### config.mk
export PLATFORM = sky130hd
export DESIGN_NAME = eight_bit_int_squarer
export DESIGN_NICKNAME = d
export VERILOG_FILES = /design/src/rtl/eight_bit_int_squarer_pkg.sv /design/src/rtl/eight_bit_int_squarer_datapath.sv /design/src/rtl/eight_bit_int_squarer.sv
export SDC_FILE = /design/constraint.sdc
export NUM_CORES = 1
export LEC_CHECK = 0
export ABC_AREA = 1
export BUFFER_PORTS_ARGS = -buffer_cell sky130_fd_sc_hd__clkbuf_2
export CELL_PAD_IN_SITES_DETAIL_PLACEMENT = 0
export CELL_PAD_IN_SITES_GLOBAL_PLACEMENT = 1
export CORE_MARGIN = 2
export CORE_UTILIZATION = 40
export CTS_BUF_LIST = sky130_fd_sc_hd__clkbuf_8
export CTS_CLUSTER_SIZE = 14
export DETAILED_ROUTE_END_ITERATION = 10
export HOLD_SLACK_MARGIN = 0.1
export PLACE_DENSITY = 0.79
export SLEW_MARGIN = 20
export SYNTH_ARGS = -nofsm -noshare
export SYNTH_HDL_FRONTEND = slang
export SYNTH_SLANG_ARGS = --single-unit
### constraint.sdc
create_clock -name clk -period 1.55 [get_ports clk]
set_input_delay 0.0775 -clock clk [delete_from_list [all_inputs] [get_ports clk]]
set_output_delay 0.0775 -clock clk [all_outputs]
set_load 0.03 [all_outputs]
### src/rtl/eight_bit_int_squarer_pkg.sv
// Shared widths and state encoding for the squarer and square-root finder.
package eight_bit_int_squarer_pkg;

   localparam int unsigned W_DEFAULT  = 8;
   localparam int unsigned SQ_DEFAULT = 2 * W_DEFAULT;
   localparam int unsigned DEL_DEFAULT = W_DEFAULT + 1;

   typedef enum logic [1:0] {
      IDLE = 2'd0,
      ADD  = 2'd1,
      DONE = 2'd2
   } state_t;

   // Square / result width for a given operand width.
   function automatic int unsigned sq_width(input int unsigned w);
      return 2 * w;
   endfunction

   // Odd-increment width: must hold 2N+1 for the largest operand.
   function automatic int unsigned del_width(input int unsigned w);
      return w + 1;
   endfunction

endpackage

### src/rtl/eight_bit_int_squarer_datapath.sv
// Odd-number accumulation datapath: SQ += DEL, DEL += 2 until CNT reaches A.
module eight_bit_int_squarer_datapath
   import eight_bit_int_squarer_pkg::*;
#(
   parameter int unsigned W = W_DEFAULT
) (
   input  logic                 clk,
   input  logic                 clr,
   input  logic                 en_a,
   input  logic                 ld_add,
   input  logic                 en_acc,
   input  logic                 en_out,
   input  logic [W-1:0]         a,
   output logic [2*W-1:0]       q_out,
   output logic                 cnt_eq_a
);

   localparam int unsigned WQ = sq_width(W);
   localparam int unsigned WD = del_width(W);

   logic [W-1:0]  a_reg;
   logic [W-1:0]  cnt;
   logic [WD-1:0] del;
   logic [WQ-1:0] sq;

   // Operand capture, accumulation and result registers.
   always_ff @(posedge clk) begin
      if (!clr) begin
         a_reg <= '0;
         cnt   <= '0;
         del   <= '0;
         sq    <= '0;
         q_out <= '0;
      end else begin
         if (en_a) begin
            a_reg <= a;
         end
         if (ld_add) begin
            sq  <= '0;
            del <= WD'(1);
            cnt <= '0;
         end else if (en_acc) begin
            sq  <= sq + WQ'(del);
            del <= del + WD'(2);
            cnt <= cnt + W'(1);
         end
         if (en_out) begin
            q_out <= sq;
         end
      end
   end

   // CNT never passes A, so equality marks the final sum.
   assign cnt_eq_a = (cnt == a_reg);

endmodule

### src/rtl/eight_bit_int_squarer.sv
// Sequential integer squarer: controller FSM around the accumulation datapath.
module eight_bit_int_squarer
   import eight_bit_int_squarer_pkg::*;
#(
   parameter int unsigned W = W_DEFAULT
) (
   input  logic                 clk,
   input  logic                 clr,
   input  logic [W-1:0]         a,
   input  logic                 start,
   output logic                 busy,
   output logic                 done,
   output logic [2*W-1:0]       q_out
);

   state_t state;
   logic   cnt_eq_a;
   logic   accept;
   logic   en_a;
   logic   ld_add;
   logic   en_acc;
   logic   en_out;

   // Datapath strobes decoded from the registered state.
   assign accept = (state == IDLE) && start;
   assign en_a   = accept;
   assign ld_add = accept;
   assign en_acc = (state == ADD) && !cnt_eq_a;
   assign en_out = (state == ADD) && cnt_eq_a;

   // Controller: state plus registered busy/done flags.
   always_ff @(posedge clk) begin
      if (!clr) begin
         state <= IDLE;
         busy  <= 1'b0;
         done  <= 1'b0;
      end else begin
         case (state)
            IDLE: begin
               done <= 1'b0;
               if (start) begin
                  state <= ADD;
                  busy  <= 1'b1;
               end
            end
            ADD: begin
               if (cnt_eq_a) begin
                  state <= DONE;
                  busy  <= 1'b0;
                  done  <= 1'b1;
               end
            end
            DONE: begin
               state <= IDLE;
               busy  <= 1'b0;
               done  <= 1'b0;
            end
            default: begin
               state <= IDLE;
               busy  <= 1'b0;
               done  <= 1'b0;
            end
         endcase
      end
   end

   eight_bit_int_squarer_datapath #(
      .W (W)
   ) u_dp (
      .clk      (clk),
      .clr      (clr),
      .en_a     (en_a),
      .ld_add   (ld_add),
      .en_acc   (en_acc),
      .en_out   (en_out),
      .a        (a),
      .q_out    (q_out),
      .cnt_eq_a (cnt_eq_a)
   );

endmodule

== Word level (Yosys, flattened, before mapping) ==
Cells that the tools add are included.
Storage, ports and cells
  memories kept: 0
  latch bits: 0
  RAM bits: 0
  register bits after elaboration: 61
  ROM bits: 0
  input port bits: 11
Operators by class
  shift operators: 0
  add/sub/neg operators: 3
  reduce and logical (&&, ||, !) cells: 9
  muxes and demuxes: 8
  equal/unequal tests: 4
  multipliers: 0
  divide/modulo/power cells: 0
  bitwise operators: 1
  order comparisons: 0
Operators by type and width (number)
  adder 16 x 9 -> 16 bit: 1
  adder 9 x 2 -> 9 bit, second input constant: 1
  adder 8 x 1 -> 8 bit, second input constant: 1
  equality test 8 bit: 1
  2-to-1 mux 1 bit: 4
  2-to-1 mux 2 bit: 2
  != test 2 bit, second input constant: 2
  case mux 2 bit (2 select lines): 1
  AND reduction 2 bit: 2
  logical AND 1 bit: 3
  equality test 2 x 1 -> 1 bit, second input constant: 1
  zero test 2 bit: 1
  case mux 1 bit (2 select lines): 1
  nonzero test 2 bit: 1
  OR reduction 2 bit: 1
  zero test 1 bit: 1
  inverter 1 bit: 1

== Logic depth before layout (Yosys ltp) ==
  depth in word-level cells: 5
  gate-level depth with buffers: 12
  gate-level depth less buffers: 11

== By module ==
Synthesis repeated with hierarchy kept, for this count alone.
Second synthesis, totals
  cells, all modules: 433
  area total of the unflattened synthesis: 2984.1 µm²
Modules (own cells, without submodules)
  eight_bit_int_squarer_datapath: times used 1, cells each 411, sequential area each 1141.1 µm², area each 2820.2 µm²
  eight_bit_int_squarer: times used 1, cells each 22, sequential area each 80.1 µm², area each 163.9 µm²

== Worst setup path before layout ==
Ideal clock, no wire load.
  kind: flip-flop to flip-flop
  start point: register u_dp.sq[0]
  end point: register u_dp.sq[14]
  clock period less this slack: 1642 ps
  data required time: 1435 ps
  stages on the path, launching flop included: 11
  setup slack: -92 ps
  data arrival time: 1527 ps
  path buffers: 0
  cells stage by stage: dfxtp_1 ha_1 fa_1 nand3_1 nand2_1 nand2_1 nand2_1 nand2_1 nand2_1 a21oi_1 nor2_1
On the way
  cells in the longest elaborated chain, start to end: 1
Ends and longest elaborated chain
  start: declaration: line eight_bit_int_squarer_datapath.sv:24  | logic [WQ-1:0] sq;
  start signal: assignment: line eight_bit_int_squarer_datapath.sv:43  | sq <= sq + WQ'(del);
  adder 16 x 9 -> 16 bit: line eight_bit_int_squarer_datapath.sv:43
No other way between the ends.
A chain may end at the register's enable or synchronous reset.

== Final worst setup path ==
  start point: register u_dp.a_reg[7]
  end point: register u_dp.cnt[5]
On the way
  cells in the longest elaborated chain, start to end: 3
Ends and longest elaborated chain
  start: declaration: line eight_bit_int_squarer_datapath.sv:21  | logic [W-1:0] a_reg;
  start signal: assignment: line eight_bit_int_squarer_datapath.sv:29  | a_reg <= '0;
  start signal: assignment: line eight_bit_int_squarer_datapath.sv:36  | a_reg <= a;
  equality test 8 bit: line eight_bit_int_squarer_datapath.sv:54  | assign cnt_eq_a = (cnt == a_reg);
  zero test 1 bit: line eight_bit_int_squarer.sv:28  | assign en_acc = (state == ADD) && !cnt_eq_a;
  logical AND 1 bit: line eight_bit_int_squarer.sv:28
  end signal: assignment: line eight_bit_int_squarer_datapath.sv:45  | cnt <= cnt + W'(1);
  end: declaration: line eight_bit_int_squarer_datapath.sv:22  | logic [W-1:0] cnt;
No other way between the ends.

==> results.toml <==
[outcome]
status = "complete, but fails checks"
violations = "setup timing"

[sta]
setup_viol = 29
rsz0062_at_grt = "true"
max-slew-margin-rel_pct = 78.2
fin_tns_setup_ns = -0.748
setup_slack_ns = -0.0799
period_minus_slack_ns = 1.63
hold_viol = 0
worstMarginPinSlew_ns = 0.325
slew_violations = 0
max_freq_ghz = 0.614
period_share_pct = 105
skew_ns = 0.0153

[floorplanning]
initial_core_util_pct = 41.3
boundaryPins = 29
die_x_um = 93.3
fp.dieArea_mm2 = 0.00870
rows = 32
core_area_mm2 = 0.00773
fp.dieH_um = 93.3

[logic_synthesis]
yosys_warnings = 0
netlist_area_mm2 = 0.00319
ys_types = 32
ys_seq_area_share_pct = 37.7
syn_inst = 453
synth_nets = 476
ys_seq_elements = 60
avgSynthCellArea_um2 = 7.04

[place]
dpl.hpwl_um = 5650
gp_congestion = 0.823
port-buffer-count = 28

[critical_path]
rr_startpoint = "u_dp.a_reg[7]"
worstPathMaxFanout = 14
end_kind = "flip-flop"
cp.required_ns = 1.82
arrival_ns = 1.90
crit_type = "reg2reg"
r2r_end = "u_dp.cnt[5]"
rrSetupSlack_ns = -0.08
worstSetupStartpointType = "flip-flop"
r2r_cells = 10

[drt]
drc = 0
wl_um = 9120
highest_layer = "met4"
wl_per_cell_um = 13.8
met2_length_um = 4230
wl_met3_um = 473
drt-met1-wl_um = 4320
vias = 3223
drtPass1Iterations = 4
via_per_inst = 4.86
dr.first_iter.drc_count = 84
antenna_left = 0

[grt]
grt_usage_pct = 20.3
antenna_found_initial = 0
grt_max_degree = 29
overflow = 0
grt_pass1_vias = 2789
grt_pass1_wl_um = 13700

[finish]
n_antenna_cell = 0
drive_gt1_share_pct = 41.4
final_common_cell = "nand2_1"
syn_to_final_growth_pct = 47.3
num-nets-final = 579
top_regs = "u_dp.q_out x16, u_dp.sq x16, u_dp.del x9"
mostFrequentLayoutCells = "nand2_1 (107), buf_4 (57), nor2_1 (41)"
n_fill_cell = 694

[power]
power_mw = 4.19
cellLeakagePower_nw = 2.08
power_density_mw_per_mm2 = 892
irDropWorstVdd_mv = 0.489

[min_path]
hp-class = "in2reg"
min_path_cells = 5
worstHoldStart = "start"
whs_endpoint = "u_dp.del[0]"

[cts]
cts_tree = "done"
cts_made_buffers = 9
cts_max_level = 3
clk_pin_slew_ns = 0.08
clock_tree.buffer_depth = 2
worstSkewPairLatency_ns = 0.35
cts-root-buf = "clkbuf_8"
cts.sink_count = 60

[job]
cap_violations = 0
layer usage:
layer  global-route usage, %  vias up
li1                        -     1636
met5                       0        -
met4                    4.90        0
met3                    5.32       12
met2                    30.5       81
met1                    28.9     1494
what timing repair did:
item | 4_1_cts | 5_1_grt
resized for setup | 21 | 92
hold buffers | 8 | 0
setup endpoints to repair | 32 | 52
buffers inserted | 1 | 7
pin swaps | 6 | 17
hold endpoints to repair | 8 | 0
cloned | 1 | 3
worst max-delay path by stage:
stage          cells past startpoint     endpoint           from  slack [ns]
2_1_floorplan                     10  u_dp.sq[14]     u_dp.sq[0]       0.002
3_5_place_dp                       9   u_dp.sq[9]    u_dp.cnt[4]       -0.26
4_1_cts                           11  u_dp.sq[10]     u_dp.sq[0]       -0.04
5_1_grt                           11   u_dp.sq[5]    u_dp.cnt[7]       -0.19
6_report                          10  u_dp.cnt[5]  u_dp.a_reg[7]       -0.08
3_3_place_gp                       9   u_dp.sq[9]    u_dp.cnt[4]       -0.24
critical path, stage by stage, from the launching register on:
cell and delay [ns]:
dfxtp_2 0.34, inv_2 0.04, nand2_1 0.04, nand2_1 0.06, nor2_2 0.13, nand2_2 0.12
buf_6 0.14, o21ai_4 0.24, buf_12 0.19, o21ai_0 0.11, a21oi_1 0.14
cells by family (layout without fill, tap and decap cells):
family,Yosys count,count (layout),synth area share [%]
compound gates,75,75,13.2
xor+xnor,17,17,4.67
fa+ha+maj,12,12,4.95
buf+inv,63,170,8.91
flops,60,60,37.7
simple gates,226,227,30.6
synthesized netlist by cell type, drive strengths merged:
cell / n / area (µm²)
a21oi: 51 / 289
and3: 1 / 6.26
buf: 11 / 83.8
clkbuf: 2 / 7.51
clkinv: 2 / 12.5
dfxtp: 60 / 1200
fa: 1 / 20.0
ha: 11 / 138
inv: 48 / 180
nand2: 151 / 614
nand3: 17 / 85.1
nand4: 3 / 18.8
nor2: 49 / 225
nor3: 4 / 20.0
o21ai: 24 / 131
or2: 1 / 6.26
xnor2: 4 / 35.0
xor2: 13 / 114
area by class of cell:
type,count,area (µm²),area share (%)
clock buffers,9,124,2.64
well taps,102,128,2.72
inverters,50,200,4.26
flip-flops and latches,60,1230,26.2
repair buffers,104,838,17.9
multi-input cells,331,2060,43.9
clock inverters,7,115,2.45
metrics by stage:
step                setup slack [ns]  area [µm²]  hold WS, ns  std cells  util, %
floorplan                    0.00168        3200        0.213        453        -
global placement              -0.239        3820        0.362        627     49.5
detailed placement            -0.258        3820        0.365        627     49.5
CTS                          -0.0352        4280        0.109        653     55.3
global route                  -0.193        4690        0.122        663     60.8
finish                       -0.0799        4690        0.127        663     60.8
power by group:
group / switching [mW] / internal, mW / total, mW
Sequential: 0.0497 / 1.61 / 1.66
Clock: 0.647 / 1.06 / 1.71
Combinational: 0.452 / 0.369 / 0.821
Total: 1.15 / 3.04 / 4.19
No activity file was read; power rests on OpenSTA's default activity.
